==> src/rtl/mesa_ro_arb.sv <==
// Round-robin Ro-path arbiter: per-channel packet FIFOs merged onto one Mesa Ro byte stream,
// whole packets at a time, with an enforced inter-strobe hold.
module mesa_ro_arb #(
    parameter int unsigned NUM_CH       = 2,
    parameter int unsigned FIFO_DEPTH   = 16,
    parameter int unsigned BUSY_HOLD    = 4,
    parameter int unsigned AFULL_MARGIN = 4
) (
    input  logic                  clk_lb,
    input  logic                  reset_l,
    input  logic [NUM_CH-1:0]     ch_byte_en,
    input  logic [8*NUM_CH-1:0]   ch_byte_d,
    input  logic [NUM_CH-1:0]     ch_done,
    output logic [NUM_CH-1:0]     ch_busy,
    output logic                  ro_byte_en,
    output logic [7:0]            ro_byte_d,
    output logic                  ro_done,
    input  logic                  ro_busy,
    input  logic                  clr_err,
    output logic [NUM_CH-1:0]     ovf_err,
    output logic [NUM_CH-1:0]     grant
);

    localparam int unsigned PW = $clog2(FIFO_DEPTH);
    localparam int unsigned CW = PW + 1;
    localparam int unsigned HW = $clog2(BUSY_HOLD + 1);
    localparam int unsigned GW = (NUM_CH > 1) ? $clog2(NUM_CH) : 1;

    typedef enum logic [1:0] {StIdle, StSend, StDonePend} state_e;

    // FIFO entry: {has_byte, last, byte}
    logic [9:0]        mem_q [NUM_CH][FIFO_DEPTH];
    logic [PW-1:0]     wptr_q [NUM_CH];
    logic [PW-1:0]     rptr_q [NUM_CH];
    logic [CW-1:0]     cnt_q [NUM_CH];
    logic [CW-1:0]     cnt_d [NUM_CH];
    logic [NUM_CH-1:0] wr_ok, ovf_set, nonempty, pop_ch;
    logic [NUM_CH-1:0] busy_q, busy_d, ovf_q, ovf_d;

    state_e            state_q, state_d;
    logic [HW-1:0]     hold_q, hold_d;
    logic [GW-1:0]     last_q, last_d, cur_q, cur_d, pick, sel;
    logic              found, sel_ne, pop, issue, can_go, grant_on;
    logic [9:0]        head;
    logic [NUM_CH-1:0] grant_q, grant_d;
    logic              byte_en_q, byte_en_d, done_q, done_d;
    logic [7:0]        byte_q, byte_d;

    always_comb begin
        for (int i = 0; i < NUM_CH; i++) begin
            nonempty[i] = (cnt_q[i] != '0);
            wr_ok[i]    = (ch_byte_en[i] || ch_done[i]) && (cnt_q[i] != CW'(FIFO_DEPTH));
            ovf_set[i]  = (ch_byte_en[i] || ch_done[i]) && (cnt_q[i] == CW'(FIFO_DEPTH));
            pop_ch[i]   = pop && (sel == GW'(i));
            cnt_d[i]    = cnt_q[i] + CW'(wr_ok[i]) - CW'(pop_ch[i]);
            busy_d[i]   = (CW'(FIFO_DEPTH) - cnt_d[i]) <= CW'(AFULL_MARGIN);
        end
        ovf_d = clr_err ? '0 : (ovf_q | ovf_set);
    end

    always_ff @(posedge clk_lb or negedge reset_l) begin
        if (!reset_l) begin
            for (int i = 0; i < NUM_CH; i++) begin
                wptr_q[i] <= '0;
                rptr_q[i] <= '0;
                cnt_q[i]  <= '0;
            end
            busy_q <= '0;
            ovf_q  <= '0;
        end else begin
            for (int i = 0; i < NUM_CH; i++) begin
                if (wr_ok[i])  wptr_q[i] <= wptr_q[i] + 1'b1;
                if (pop_ch[i]) rptr_q[i] <= rptr_q[i] + 1'b1;
                cnt_q[i] <= cnt_d[i];
            end
            busy_q <= busy_d;
            ovf_q  <= ovf_d;
        end
    end

    // Storage needs no reset; pointers define what is valid.
    always_ff @(posedge clk_lb) begin
        for (int i = 0; i < NUM_CH; i++) begin
            if (wr_ok[i]) begin
                mem_q[i][wptr_q[i]] <= {ch_byte_en[i], ch_done[i],
                                        ch_byte_en[i] ? ch_byte_d[8*i +: 8] : 8'h00};
            end
        end
    end

    // Round-robin scan starting just after the last served channel.
    always_comb begin
        found = 1'b0;
        pick  = '0;
        for (int k = 1; k <= NUM_CH; k++) begin
            for (int i = 0; i < NUM_CH; i++) begin
                if (!found && nonempty[i] && (i == (int'(last_q) + k) % int'(NUM_CH))) begin
                    found = 1'b1;
                    pick  = GW'(i);
                end
            end
        end
    end

    assign sel    = (state_q == StIdle) ? pick : cur_q;
    assign can_go = (hold_q == '0) && !ro_busy;

    always_comb begin
        head   = '0;
        sel_ne = 1'b0;
        for (int i = 0; i < NUM_CH; i++) begin
            if (sel == GW'(i)) begin
                head   = mem_q[i][rptr_q[i]];
                sel_ne = nonempty[i];
            end
        end
    end

    always_comb begin
        state_d   = state_q;
        cur_d     = cur_q;
        last_d    = last_q;
        hold_d    = (hold_q != '0) ? hold_q - HW'(1) : '0;
        byte_en_d = 1'b0;
        byte_d    = byte_q;
        done_d    = 1'b0;
        pop       = 1'b0;
        issue     = 1'b0;
        case (state_q)
            StIdle: begin
                if (found) begin
                    cur_d   = pick;
                    state_d = StSend;
                    issue   = 1'b1;
                end
            end
            StSend: issue = 1'b1;
            StDonePend: begin
                if (can_go) begin
                    done_d  = 1'b1;
                    hold_d  = HW'(BUSY_HOLD);
                    last_d  = cur_q;
                    state_d = StIdle;
                end
            end
            default: state_d = StIdle;
        endcase
        // The first pop of a packet may issue in the same cycle as the grant decision.
        if (issue && can_go && sel_ne) begin
            pop    = 1'b1;
            hold_d = HW'(BUSY_HOLD);
            if (head[9]) begin
                byte_en_d = 1'b1;
                byte_d    = head[7:0];
                if (head[8]) state_d = StDonePend;
            end else begin
                done_d  = 1'b1;
                last_d  = sel;
                state_d = StIdle;
            end
        end
        grant_on = (state_d != StIdle) || done_d;
        for (int i = 0; i < NUM_CH; i++) begin
            grant_d[i] = grant_on && (cur_d == GW'(i));
        end
    end

    always_ff @(posedge clk_lb or negedge reset_l) begin
        if (!reset_l) begin
            state_q   <= StIdle;
            cur_q     <= '0;
            last_q    <= GW'(NUM_CH - 1);
            hold_q    <= '0;
            grant_q   <= '0;
            byte_en_q <= 1'b0;
            byte_q    <= 8'h00;
            done_q    <= 1'b0;
        end else begin
            state_q   <= state_d;
            cur_q     <= cur_d;
            last_q    <= last_d;
            hold_q    <= hold_d;
            grant_q   <= grant_d;
            byte_en_q <= byte_en_d;
            byte_q    <= byte_d;
            done_q    <= done_d;
        end
    end

    assign ch_busy    = busy_q;
    assign ovf_err    = ovf_q;
    assign grant      = grant_q;
    assign ro_byte_en = byte_en_q;
    assign ro_byte_d  = byte_q;
    assign ro_done    = done_q;

endmodule

==> config.mk <==
export PLATFORM = sky130hd
export DESIGN_NAME = mesa_ro_arb
export DESIGN_NICKNAME = d
export VERILOG_FILES = /design/src/rtl/mesa_ro_arb.sv
export SDC_FILE = /design/constraint.sdc
export NUM_CORES = 1
export LEC_CHECK = 0
export CAP_MARGIN = 20
export CORE_ASPECT_RATIO = 0.6
export CORE_MARGIN = 2
export CORE_UTILIZATION = 60
export DETAILED_ROUTE_END_ITERATION = 8
export GPL_TIMING_DRIVEN = 0
export PLACE_DENSITY = 0.78
export SLEW_MARGIN = 10
export SYNTH_ARGS = -nofsm -noshare
export SYNTH_HDL_FRONTEND = slang
export SYNTH_SLANG_ARGS = --single-unit
==> constraint.sdc <==
create_clock -name clk_lb -period 9 [get_ports clk_lb]
set_input_delay 2.25 -clock clk_lb [delete_from_list [all_inputs] [get_ports clk_lb]]
set_output_delay 2.25 -clock clk_lb [all_outputs]
set_load 0.005 [all_outputs]
==> flow_metrics.env <==
export IMPL_status="complete, no violations"
export IMPL_synth_cell_types=57
export IMPL_netlist_instances=781
export IMPL_setup_viol=0
export IMPL_drt_iter0_markers=845
export IMPL_cp_slowest_cell="clkdlybuf4s50_1"
export IMPL_leakagePower_nw=5.92
export IMPL_crit_cells=13
export IMPL_yosysWarnings=0
export IMPL_antenna_found_initial=0
export IMPL_slowest_delay_ns=1.07
export IMPL_reg2reg_depth=15
export IMPL_core_area_mm2=0.0243
export IMPL_antenna_cells=0
export IMPL_worst_ep_required_time_ns=9.46
export IMPL_crit_arrival_ns=5.95
export IMPL_synth_top_family_by_area="multiplexers"
export IMPL_stdcell_count=1230
export IMPL_fp_dieArea_mm2=0.0263
export IMPL_period_needed_ns=5.49
export IMPL_drc=0
export IMPL_cts_sinks=369
export IMPL_slew_limit_headroom_pct=26.7
export IMPL_synth_nets=831
export IMPL_h_tree_depth=1
export IMPL_muxShareOfSynthArea_pct=13.9
export IMPL_path_clk_slew_ns=0.06
export IMPL_layout_drive_gt1_share_pct=22.6
export IMPL_nets=933
export IMPL_worst_setup_path_type="in -> reg"
export IMPL_slew_viol_final=0
export IMPL_place_gp_congestion=0.818
export IMPL_fin_tns_setup_ns=0
export IMPL_synth_edf_count=320
export IMPL_grt_pass1_wl_um=47900
export IMPL_cap_viol_max_count=0
export IMPL_hold_depth=1
export IMPL_ys_seq_elements=369
export IMPL_synth_xor_area_share_pct=1.17
export IMPL_synth_avg_cell_area_um2=19.2
export IMPL_hold_buffers=0
export IMPL_crit_start="ch_byte_en[0]"
export IMPL_drt_pass1_iterations=5
export IMPL_cts_tree="built"
export IMPL_dp_hpwl_um=21300
export IMPL_synth_compound_area_share_pct=3.18
export IMPL_grt_start_max_net_pins=27
export IMPL_ys_seq_area_share_pct=72.4
export IMPL_endpoint_kind="flip-flop"
export IMPL_clk_path_buf_depth=3
export IMPL_yosys_area_share_simple_pct=5.29
export IMPL_clock_root_buffer="clkbuf_16"
export IMPL_die_height_um=126
export IMPL_worstReg2RegEnd="ch_busy[1]"
export IMPL_rsz0062_at_grt="no"
export IMPL_initial_core_util_pct=61.5
export IMPL_synth_ff_type="edfxtp_1"
export IMPL_global_route_overflow_total=0
export IMPL_postRouteAntennaNets=0
export IMPL_cts_resized=0
export IMPL_post_cts_setup_buffer_count=0
export IMPL_synth_fa_ha_area_share_pct=2.28
export IMPL_io_pins=40
export IMPL_port_buffers=39
export IMPL_crit_chain="clkdlybuf4s50_1 -> nor2_1 -> a31oi_1 -> inv_1 -> ha_1 -> inv_1 -> ha_1 -> fa_1 -> a21oi_1 -> o21bai_1 -> xnor2_1 -> nand3b_1 -> o21ai_0"
export IMPL_vias=7819
export IMPL_placed_cells=1154
export IMPL_cts_buffers=31
export IMPL_min_from="hold_q[0]"
export IMPL_vias_per_cell=6.36
export IMPL_rows=44
export IMPL_hold_end="hold_q[0]"
export IMPL_hold_violations=0
export IMPL_wirelength_um=31900
export IMPL_period_share_pct=61.0
export IMPL_worst_path_buf_inv=3
export IMPL_async_reset_ff_share_pct=13.3
export IMPL_synth_cell_area_mm2=0.0150
export IMPL_fill_cells=1455
export IMPL_irDropWorstVdd_v=0.000177
export IMPL_holdCritPathClass="reg -> reg"
export IMPL_syn2layout_area_growth_pct=14.4
export IMPL_worst_pin_slew_ns=1.10
export IMPL_grt_pass1_vias=7895
export IMPL_die_w_um=208
export IMPL_p_per_area_mw_per_mm2=333
export IMPL_gr_usage_all_layers_pct=24.4
export IMPL_skew_ns=0.0220
export IMPL_fmax_mhz=182
export IMPL_worstPathMaxFanout=25
export IMPL_ff2ff_setup_slack_ns=5.04
export IMPL_r2r_start="cnt_q[8]"
export IMPL_wl_per_cell_um=26.0
export IMPL_start_kind="input pin"
export IMPL_cp_top_family="buffers and inverters"
export IMPL_insertion_delay_ns=0.59
synthesized netlist by cell type (6+ instances only):
| library cell | count | area share (%) |
|---|---|---|
| nand2_1 | 21 | 0.53 |
| a21oi_1 | 6 | 0.20 |
| ha_1 | 24 | 2.0 |
| nor2b_1 | 7 | 0.29 |
| and2_1 | 20 | 0.84 |
| edfxtp_1 | 320 | 64 |
| nor2_1 | 44 | 1.1 |
| clkbuf_1 | 11 | 0.28 |
| dfrtp_1 | 48 | 8.0 |
| mux2i_1 | 15 | 1.0 |
| xnor2_1 | 10 | 0.59 |
| a22o_1 | 10 | 0.59 |
| nor3_1 | 13 | 0.43 |
| mux2_2 | 9 | 0.68 |
| xor2_1 | 10 | 0.59 |
| inv_1 | 21 | 0.53 |
| o22ai_1 | 7 | 0.29 |
| mux4_2 | 81 | 12 |
| buf_2 | 8 | 0.27 |
| a221oi_1 | 10 | 0.59 |
| nand2b_1 | 10 | 0.42 |
| buf_1 | 7 | 0.18 |
cells by family after synthesis:
| logic type | Yosys count |
|---|---|
| xor gates and xnor gates | 20 |
| adders and majority gates | 26 |
| buffers and inverters | 55 |
| AOI/OAI and AO/OA | 59 |
| DFF | 369 |
| muxes | 105 |
| and+or+nand+nor | 147 |
layout make-up:
cell class / instances / area [um2] / share of cell area, %
Multi-Input combinational cell: 357 / 3900 / 22.8
Clock inverter: 18 / 203 / 1.18
Timing Repair Buffer: 69 / 643 / 3.76
Clock buffer: 40 / 860 / 5.02
Inverter: 21 / 78.8 / 0.461
Tap cell: 322 / 403 / 2.35
Sequential cell: 369 / 10800 / 63.3
Buffer: 34 / 185 / 1.08
flip-flops by register name, summed over array words and instances (netlist names):
register	flops
ch_busy	2
cnt_q	10
cur_q	1
grant	2
hold_q	3
last_q	1
mem_q	320
ovf_err	2
ro_byte_d	8
ro_byte_en	1
ro_done	1
rptr_q	8
state_q	2
wptr_q	8
worst max path at each step:
stage                    endpoint  slack, ns
global route           ch_busy[0]       3.29
detailed placement     ch_busy[0]       2.92
global placement    mem_q[0][120]       2.90
CTS                    ch_busy[0]       3.52
finish                 ch_busy[0]       3.51
floorplan              ch_busy[0]       4.33
worst reg2reg max path, cell delays in order (launching register included):
cell,delay (ns)
dfrtp_1,0.40
inv_1,0.09
ha_1,0.23
or4b_4,0.50
a2111oi_4,0.53
nor2_1,0.20
nor2_1,0.30
ha_1,0.18
inv_1,0.04
ha_1,0.20
fa_1,0.42
a21oi_1,0.17
o21bai_1,0.09
xnor2_1,0.26
nand3b_1,0.14
o21ai_0,0.08
layout by cell type (no fill, tap or decap), drive strengths merged, types with 12 or more instances in the layout:
cell type / count
mux4: 81
and2: 20
edfxtp: 320
nand2: 21
clkbuf: 53
mux2i: 15
buf: 52
clkinv: 12
ha: 24
clkdlybuf4s50: 38
nor2: 44
nor3: 13
inv: 22
dfrtp: 48
metrics by stage:
step,hold WS [ns],utilization (%),setup slack (ns),cell area [um2],power [mW]
floorplan,0.424,-,4.33,15000,3.66
global placement,0.437,64.7,2.90,15800,4.13
detailed placement,0.453,65.4,2.92,15900,4.28
CTS,0.469,69.7,3.52,17000,5.66
global route,0.485,70.3,3.29,17100,5.93
finish,0.467,70.3,3.51,17100,5.69
power breakdown:
group,switching [mW],internal (mW),total [mW],leakage [nW]
clock network,0.612,0.791,1.40,0.527
registers,0.149,2.20,2.35,3.53
logic,1.07,0.874,1.94,1.86
total,1.83,3.86,5.69,5.92
routing by layer:
metal | track usage (%) | up-vias | wire [um]
met2 | 35.1 | 401 | 14000
met4 | 5.47 | 0 | 473
met1 | 38.5 | 4065 | 14100
met3 | 6.21 | 38 | 3370
li1 | - | 3315 | -
met5 | 0 | - | 0
Power figures use the tool's default switching activity.
